--- config.mk ---
export PLATFORM = sky130hd
export DESIGN_NAME = if_stage
export DESIGN_NICKNAME = d
export VERILOG_FILES = /design/src/rtl/if_stage.sv
export SDC_FILE = /design/constraint.sdc
export NUM_CORES = 1
export LEC_CHECK = 0
export CAP_MARGIN = 20
export CORE_AREA = 2 2 187 189
export CTS_BUF_LIST = sky130_fd_sc_hd__clkbuf_2
export CTS_CLUSTER_DIAMETER = 200
export DETAILED_ROUTE_END_ITERATION = 8
export DIE_AREA = 0 0 189 191
export SYNTH_ARGS = -nofsm -noshare
export SYNTH_HDL_FRONTEND = slang
export SYNTH_SLANG_ARGS = --single-unit
--- constraint.sdc ---
create_clock -name clk_w_i -period 4.6 [get_ports clk_w_i]
set_clock_uncertainty 0.05 [all_clocks]
set_input_delay 0.92 -clock clk_w_i [delete_from_list [all_inputs] [get_ports clk_w_i]]
set_output_delay 0.92 -clock clk_w_i [all_outputs]
set_load 0.02 [all_outputs]
--- src/rtl/if_stage.sv ---
// Instruction fetch stage: owns the PC, drives a single-outstanding
// request/ack instruction-memory port and fills the IF/ID pipeline register.
// A skid buffer catches a word that returns while decode is stalled. A
// redirect that lands while a fetch is outstanding waits out that fetch in
// DROP and discards its data.
module if_stage #(
    parameter logic [31:0] RESET_PC  = 32'h0000_0000,
    parameter logic [31:0] NOP_INSTR = 32'h0000_0013
) (
    input  logic        clk_w_i,
    input  logic        rst_n_w_i,
    input  logic        stall_w_i,
    input  logic        redirect_w_i,
    input  logic [31:0] redirect_pc_w_i,
    output logic        imem_req_w_o,
    output logic [31:0] imem_addr_w_o,
    input  logic [31:0] imem_rdata_w_i,
    input  logic        imem_ack_w_i,
    output logic [31:0] instr_r_o,
    output logic [31:0] pc_r_o,
    output logic        valid_r_o
);

    typedef enum logic [1:0] {
        S_IDLE,
        S_REQ,
        S_HOLD,
        S_DROP
    } state_t;

    state_t      r_state,      w_state_nxt;
    logic [31:0] r_pc,         w_pc_nxt;
    logic [31:0] r_drop_addr,  w_drop_addr_nxt;
    logic [31:0] r_instr,      w_instr_nxt;
    logic [31:0] r_pc_id,      w_pc_id_nxt;
    logic        r_valid,      w_valid_nxt;
    logic [31:0] r_skid_instr, w_skid_instr_nxt;
    logic [31:0] r_skid_pc,    w_skid_pc_nxt;

    logic [31:0] w_pc_inc;
    logic [31:0] w_redirect_pc;

    // Modulo-2^32 increment: 0xFFFF_FFFC wraps to 0.
    assign w_pc_inc      = r_pc + 32'd4;
    assign w_redirect_pc = {redirect_pc_w_i[31:2], 2'b00};

    // The bus keeps the abandoned fetch's address while DROP waits for its
    // ack, so the request stays stable even though the PC already holds
    // the redirect target.
    assign imem_req_w_o  = (r_state == S_REQ) || (r_state == S_DROP);
    assign imem_addr_w_o = (r_state == S_DROP) ? r_drop_addr : r_pc;

    assign instr_r_o = r_instr;
    assign pc_r_o    = r_pc_id;
    assign valid_r_o = r_valid;

    // Next-state, PC, skid buffer and IF/ID contents; redirect has top priority.
    always_comb begin
        // NOTE: every signal gets a hold-value default first so that no path
        // leaves one unassigned, which would infer a latch.
        w_state_nxt      = r_state;
        w_pc_nxt         = r_pc;
        w_drop_addr_nxt  = r_drop_addr;
        w_instr_nxt      = r_instr;
        w_pc_id_nxt      = r_pc_id;
        w_valid_nxt      = r_valid;
        w_skid_instr_nxt = r_skid_instr;
        w_skid_pc_nxt    = r_skid_pc;

        if (redirect_w_i) begin
            w_pc_nxt         = w_redirect_pc;
            w_instr_nxt      = NOP_INSTR;
            w_pc_id_nxt      = 32'h0;
            w_valid_nxt      = 1'b0;
            w_skid_instr_nxt = NOP_INSTR;
            w_skid_pc_nxt    = 32'h0;
            unique case (r_state)
                S_REQ: begin
                    if (imem_ack_w_i) begin
                        w_state_nxt = S_REQ;
                    end else begin
                        w_state_nxt     = S_DROP;
                        w_drop_addr_nxt = r_pc;
                    end
                end
                // A fetch still in flight keeps DROP busy; once its ack is
                // seen the new target can be requested directly.
                S_DROP:  w_state_nxt = imem_ack_w_i ? S_REQ : S_DROP;
                default: w_state_nxt = S_REQ;
            endcase
        end else begin
            unique case (r_state)
                S_IDLE: w_state_nxt = S_REQ;
                S_REQ: begin
                    if (imem_ack_w_i) begin
                        w_pc_nxt = w_pc_inc;
                        if (!stall_w_i) begin
                            w_instr_nxt = imem_rdata_w_i;
                            w_pc_id_nxt = r_pc;
                            w_valid_nxt = 1'b1;
                        end else begin
                            w_skid_instr_nxt = imem_rdata_w_i;
                            w_skid_pc_nxt    = r_pc;
                            w_state_nxt      = S_HOLD;
                        end
                    end else if (!stall_w_i) begin
                        w_instr_nxt = NOP_INSTR;
                        w_valid_nxt = 1'b0;
                    end
                end
                S_HOLD: begin
                    if (!stall_w_i) begin
                        w_instr_nxt = r_skid_instr;
                        w_pc_id_nxt = r_skid_pc;
                        w_valid_nxt = 1'b1;
                        w_state_nxt = S_REQ;
                    end
                end
                S_DROP: begin
                    if (imem_ack_w_i) begin
                        w_state_nxt = S_REQ;
                    end
                end
                default: w_state_nxt = S_IDLE;
            endcase
        end
    end

    // State and datapath registers with synchronous active-low reset.
    always_ff @(posedge clk_w_i) begin
        // NOTE: non-blocking assignments so every register samples the
        // pre-edge values regardless of statement order.
        if (!rst_n_w_i) begin
            r_state      <= S_IDLE;
            r_pc         <= RESET_PC;
            r_drop_addr  <= RESET_PC;
            r_instr      <= NOP_INSTR;
            r_pc_id      <= 32'h0;
            r_valid      <= 1'b0;
            r_skid_instr <= NOP_INSTR;
            r_skid_pc    <= 32'h0;
        end else begin
            r_state      <= w_state_nxt;
            r_pc         <= w_pc_nxt;
            r_drop_addr  <= w_drop_addr_nxt;
            r_instr      <= w_instr_nxt;
            r_pc_id      <= w_pc_id_nxt;
            r_valid      <= w_valid_nxt;
            r_skid_instr <= w_skid_instr_nxt;
            r_skid_pc    <= w_skid_pc_nxt;
        end
    end

endmodule
Word-level counts from Yosys, hierarchy flattened
Cells that the tools add are included.
{"block": "totals", "elab_cells": 63, "register_bits": 195, "out_inout_bits": 98, "input_bits": 69}
{"block": "classes", "reduce_logical": 15, "n_addsub": 1, "n_eq_ne": 11, "n_bitwise": 2, "n_mux": 25}
{"op": "32-bit two-way mux", "n": 11}
{"op": "32-bit one-hot mux with 2 select lines", "n": 2}
{"op": "32-bit by 3-bit adder with 32-bit output (second input constant)", "n": 1}
{"op": "3-bit != test (second input constant)", "n": 5}
{"op": "2-bit two-way mux", "n": 7}
{"op": "3-bit AND reduction", "n": 3}
{"op": "2-bit one-hot mux with 4 select lines", "n": 1}
{"op": "4-bit AND reduction", "n": 2}
{"op": "2-bit != test (second input constant)", "n": 3}
{"op": "2-bit AND reduction", "n": 3}
{"op": "2-bit nonzero test", "n": 3}
{"op": "2-bit == test (second input constant)", "n": 2}
{"op": "2-bit OR reduction", "n": 2}
{"op": "1-bit two-way mux", "n": 3}
{"op": "2-bit by 1-bit == test with 1-bit output (second input constant)", "n": 1}
{"op": "2-bit zero test", "n": 1}
{"op": "1-bit inverter", "n": 2}
{"op": "1-bit one-hot mux with 2 select lines", "n": 1}
{"op": "1-bit logical OR", "n": 1}

Logic depth before layout (Yosys ltp)
{"block": "depth", "word_depth": 4, "ltp_mapped": 7, "depth_no_buf": 5}

Worst setup path before layout
No wires, ideal clock.
{"block": "synth_path", "path_kind": "reg-to-output", "from": "register r_state[0]", "to": "output port imem_addr_w_o[10]", "required_ns": 3.630, "arrival_time_ns": 1.349, "stages_incl_launch_ff": 5, "slack_ns": 2.281, "n_path_buf": 2, "path_cell_list": "dfxtp_1 buf_2 nand2_1 clkbuf_1 mux2_2"}
{"block": "synth_between", "elab_chain_cells": 2}
{"element": "start, declared", "line_no": "31", "source": "state_t r_state, w_state_nxt;"}
{"element": "start signal, assigned", "line_no": "143", "source": "r_state <= w_state_nxt;"}
{"element": "2-bit == test", "line_no": "51", "source": "assign imem_addr_w_o = (r_state == S_DROP) ? r_drop_addr : r_pc;"}
{"element": "32-bit two-way mux", "line_no": "51"}
{"element": "end, declared", "line_no": "16", "source": "output logic [31:0] imem_addr_w_o,"}
No other way between the ends.

Worst setup path after layout
{"block": "layout_path", "from": "register r_state[0]", "to": "output port imem_addr_w_o[8]"}
Same word-level chain as after synthesis.

==> results.md <==
- Area of the multi-input gates: 4250 µm²
- Worst Hold Path Cells: 2
- Mean post-synth cell area: 7.88 µm²
- Fmax: 243 MHz
- Chip Width: 189 µm
- Pre-antenna DRT Iters: 5
- Cell area after layout: 10600 µm²
- Worst flop-to-flop path startpoint: r_state[0]$_SDFFE_PN0P_
- Kind of cell adding the most delay to the critical path: buffers and inverters
- Crit Path Class: reg2out
- Area leader, netlist: dfxtp_1
- Root Buffer: clkbuf_2
- Clock Path Buffers: 2
- Num CTS Buffers: 17
- Vias/cell: 4.81
- Endpoints failing hold: 0
- Slowest Stage Delay on Critical Path: 0.72 ns
- Cell Rows: 68
- CP Cell Sequence: nand2_1, buf_4, mux2_2, clkdlybuf4s50_1
- Outcome: finished, final reports clean
- Worst Path Max Fanout: 23
- Final Max Tran Viols: 0
- Pwr Total: 3250 µW
- VDD IR max: 0.000142 V
- Fin crit share: 0.894
- Leakage: 0.00338 µW
- WP depth: 4
- Clk Latency, worst-skew pair: 0.82 ns
- Synth unique cells: 50
- Worst hold-check path type: reg2reg
- Synth area leaders: dfxtp_1 45%, nand2_1 13%, a311oi_1 6.8%
- Syn Inst Count: 1067
- R2R cell count: 4
- Area grow syn2layout: 26.1%
- Gr ovfl total: 0
- Die H: 191 µm
- Minimum clock period: 4.11 ns
- Vias in the first global route: 7157
- CTS H-tree depth: 4
- Final setup violation count: 0
- Slew at the pin with the worst max-slew slack: 1.03 ns
- Min-Delay Endpoint: pc_r_o[2]$_SDFFE_PP0P_
- Min-delay src: r_skid_pc[2]$_SDFFE_PP0P_
- Max Cap Viol: 0
- Synth Flop Type: dfxtp_1
- DRT iter0 DRCs: 593
- Global Route Usage Sum: 0.145
- Area of the core: 34100 µm²
- I/O pin count: 167
- PwrDens: 306 nW/µm²
- Startpoint Class: flip-flop
- Synth top area share: 0.445
- Data arrival, critical path: 3.14 ns
- Clock transition at the registers of the reported paths: 0.31 ns
- Cell Area, Synth: 8410 µm²
- Largest net degree at the start of global routing: 85
- Starting Density: 0.246
- Worst Path Buf+Inv: 2
- CTS Hold Bufs: 0
- Post-CTS Resized: 0
- DP Area: 10300 µm²
- Final GP Congestion: 0.759
- FF+latch area: 3740 µm²
- Number of port buffers: 160
- Detail Route Antenna Nets: 0
- Layout cells sized above 1: 0.0780
- Synth Warn #: 0
- Initial antenna violation count: 3
- Slowest-stage cell, CP: dfxtp_1
- Req. time, crit path: 3.63 ns
- Number of flops mapped to enable cells by yosys: 0
- Ys async rst share: 0
- Setup TNS: 0 ns
- Avg WL per Cell: 16.2 µm
- Final nets: 1224
- FF+latch count, synth: 187
- R2R setup slack: 1.93 ns
- HPWL Detailed: 17400 µm
- First-pass GRT wire length: 41200 µm
- Seq/Total Area, Yosys: 0.445
- CTS tree: yes
- CP Capture Type: output port
- DIE AREA: 36100 µm²
- Capturing point of the worst reg2reg path: r_pc[13]$_SDFFE_PN0P_
- Routed WL: 26400 µm
- RSZ-0062 raised after global routing: false
- Setup Fix Bufs, Post-CTS: 0
- Clock Sink Count: 187
- Worst relative slew slack: 0.310
- Drc violations: 0
- Fill cells: 3590
- Vias: 7818
==> report_power, final <==
group	switching [µW]	leakage (µW)	internal [µW]	total, µW
combinational	269	0.00171	217	486
sequential	76.3	0.00152	1680	1760
clock	597	0.000158	409	1010
total	943	0.00338	2300	3250
==> worst reg2reg max path, delay by kind of cell (launching register included) <==
kind	cells	cell delay [ns]
AND/OR/NAND/NOR	2	1.10
flip-flops	1	0.72
AO/OA/AOI/OAI	2	0.72
==> registers in the layout (all words and copies together), names as in the netlist <==
name          flops
r_pc             30
r_state           2
valid_r_o         1
r_skid_instr     32
pc_r_o           30
instr_r_o        32
r_drop_addr      30
r_skid_pc        30
==> stage by stage <==
step / hold slack, ns / worst slack, ns / util / cells
after CTS: 0.389 / 0.319 / 0.311 / 1621
after global placement: 0.392 / 1.35 / 0.302 / 1590
after floorplan: 0.387 / 2.28 / - / 1070
after detailed placement: 0.397 / 1.33 / 0.302 / 1590
final: 0.401 / 0.485 / 0.311 / 1624
after global routing: 0.424 / 0.212 / 0.311 / 1623
==> cells by family (layout without fill, tap and decap cells) <==
group           after synthesis  after routing  share of synthesized area
simple gates                500            500                      0.263
compound gates              222            222                      0.182
flops                       187            187                      0.445
buf+inv                     114            210                     0.0551
mux                          31             31                     0.0414
xor+xnor                     11             11                     0.0115
fa+ha+maj                     1              1                    0.00149
other cells                   1              7                   0.000446
==> per-layer routing <==
layer / GRT usage / wire, µm / vias to the layer above
li1: - / - / 3874
met1: 0.205 / 12600 / 3656
met3: 0.0329 / 1750 / 27
met5: 0 / 0 / -
met4: 0.0427 / 418 / 0
met2: 0.219 / 11600 / 261
==> cells in the final DEF, fill, tap and decap left out, types with 5 or more instances in the layout <==
master / n
nand2_1: 290
dfxtp_1: 187
clkdlybuf4s50_1: 158
a21oi_1: 68
nor2_1: 67
a311oi_1: 65
nand3_1: 51
a21boi_0: 31
mux2_2: 30
o21ai_0: 28
clkbuf_2: 19
buf_4: 16
nand4_1: 15
and3_1: 9
nor3_1: 8
nor2b_1: 7
xor2_1: 7
nor4_1: 6
nand2b_1: 6
o211ai_1: 5
nor4b_1: 5
bufinv_16: 5
==> synthesized netlist by cell type, drive strengths merged (5+ instances only) <==
library cell / count
nor4b: 5
nand4: 15
xor2: 7
nand2: 291
nor2: 68
mux2: 30
buf: 21
clkbuf: 91
a21boi: 31
nand3: 52
nand2b: 8
a21oi: 68
and3: 9
a311oi: 65
nor2b: 8
dfxtp: 187
o211ai: 5
o21ai: 28
nor4: 7
nor3: 10
==> worst max-delay path by stage <==
stage                                       start                       endpoint
after floorplan           r_state[0]$_SDFFE_PN0P_              imem_addr_w_o[10]
after global placement               imem_ack_w_i  r_skid_instr[10]$_SDFFE_PP0P_
after detailed placement             imem_ack_w_i  r_skid_instr[21]$_SDFFE_PP0P_
after CTS                 r_state[0]$_SDFFE_PN0P_               imem_addr_w_o[8]
after global routing      r_state[0]$_SDFFE_PN0P_               imem_addr_w_o[8]
final                     r_state[0]$_SDFFE_PN0P_               imem_addr_w_o[8]
==> final cells by class <==
| type | instances | area share |
|---|---|---|
| Tap cell | 455 | 0.0537 |
| Inverter | 2 | 0.000708 |
| Sequential cell | 187 | 0.353 |
| Clock buffer | 19 | 0.00897 |
| Timing Repair Buffer | 177 | 0.163 |
| Antenna cell | 3 | 0.000708 |
| Clock inverter | 12 | 0.0185 |
| Multi-Input combinational cell | 769 | 0.401 |
(Power assumes the default switching activity.)
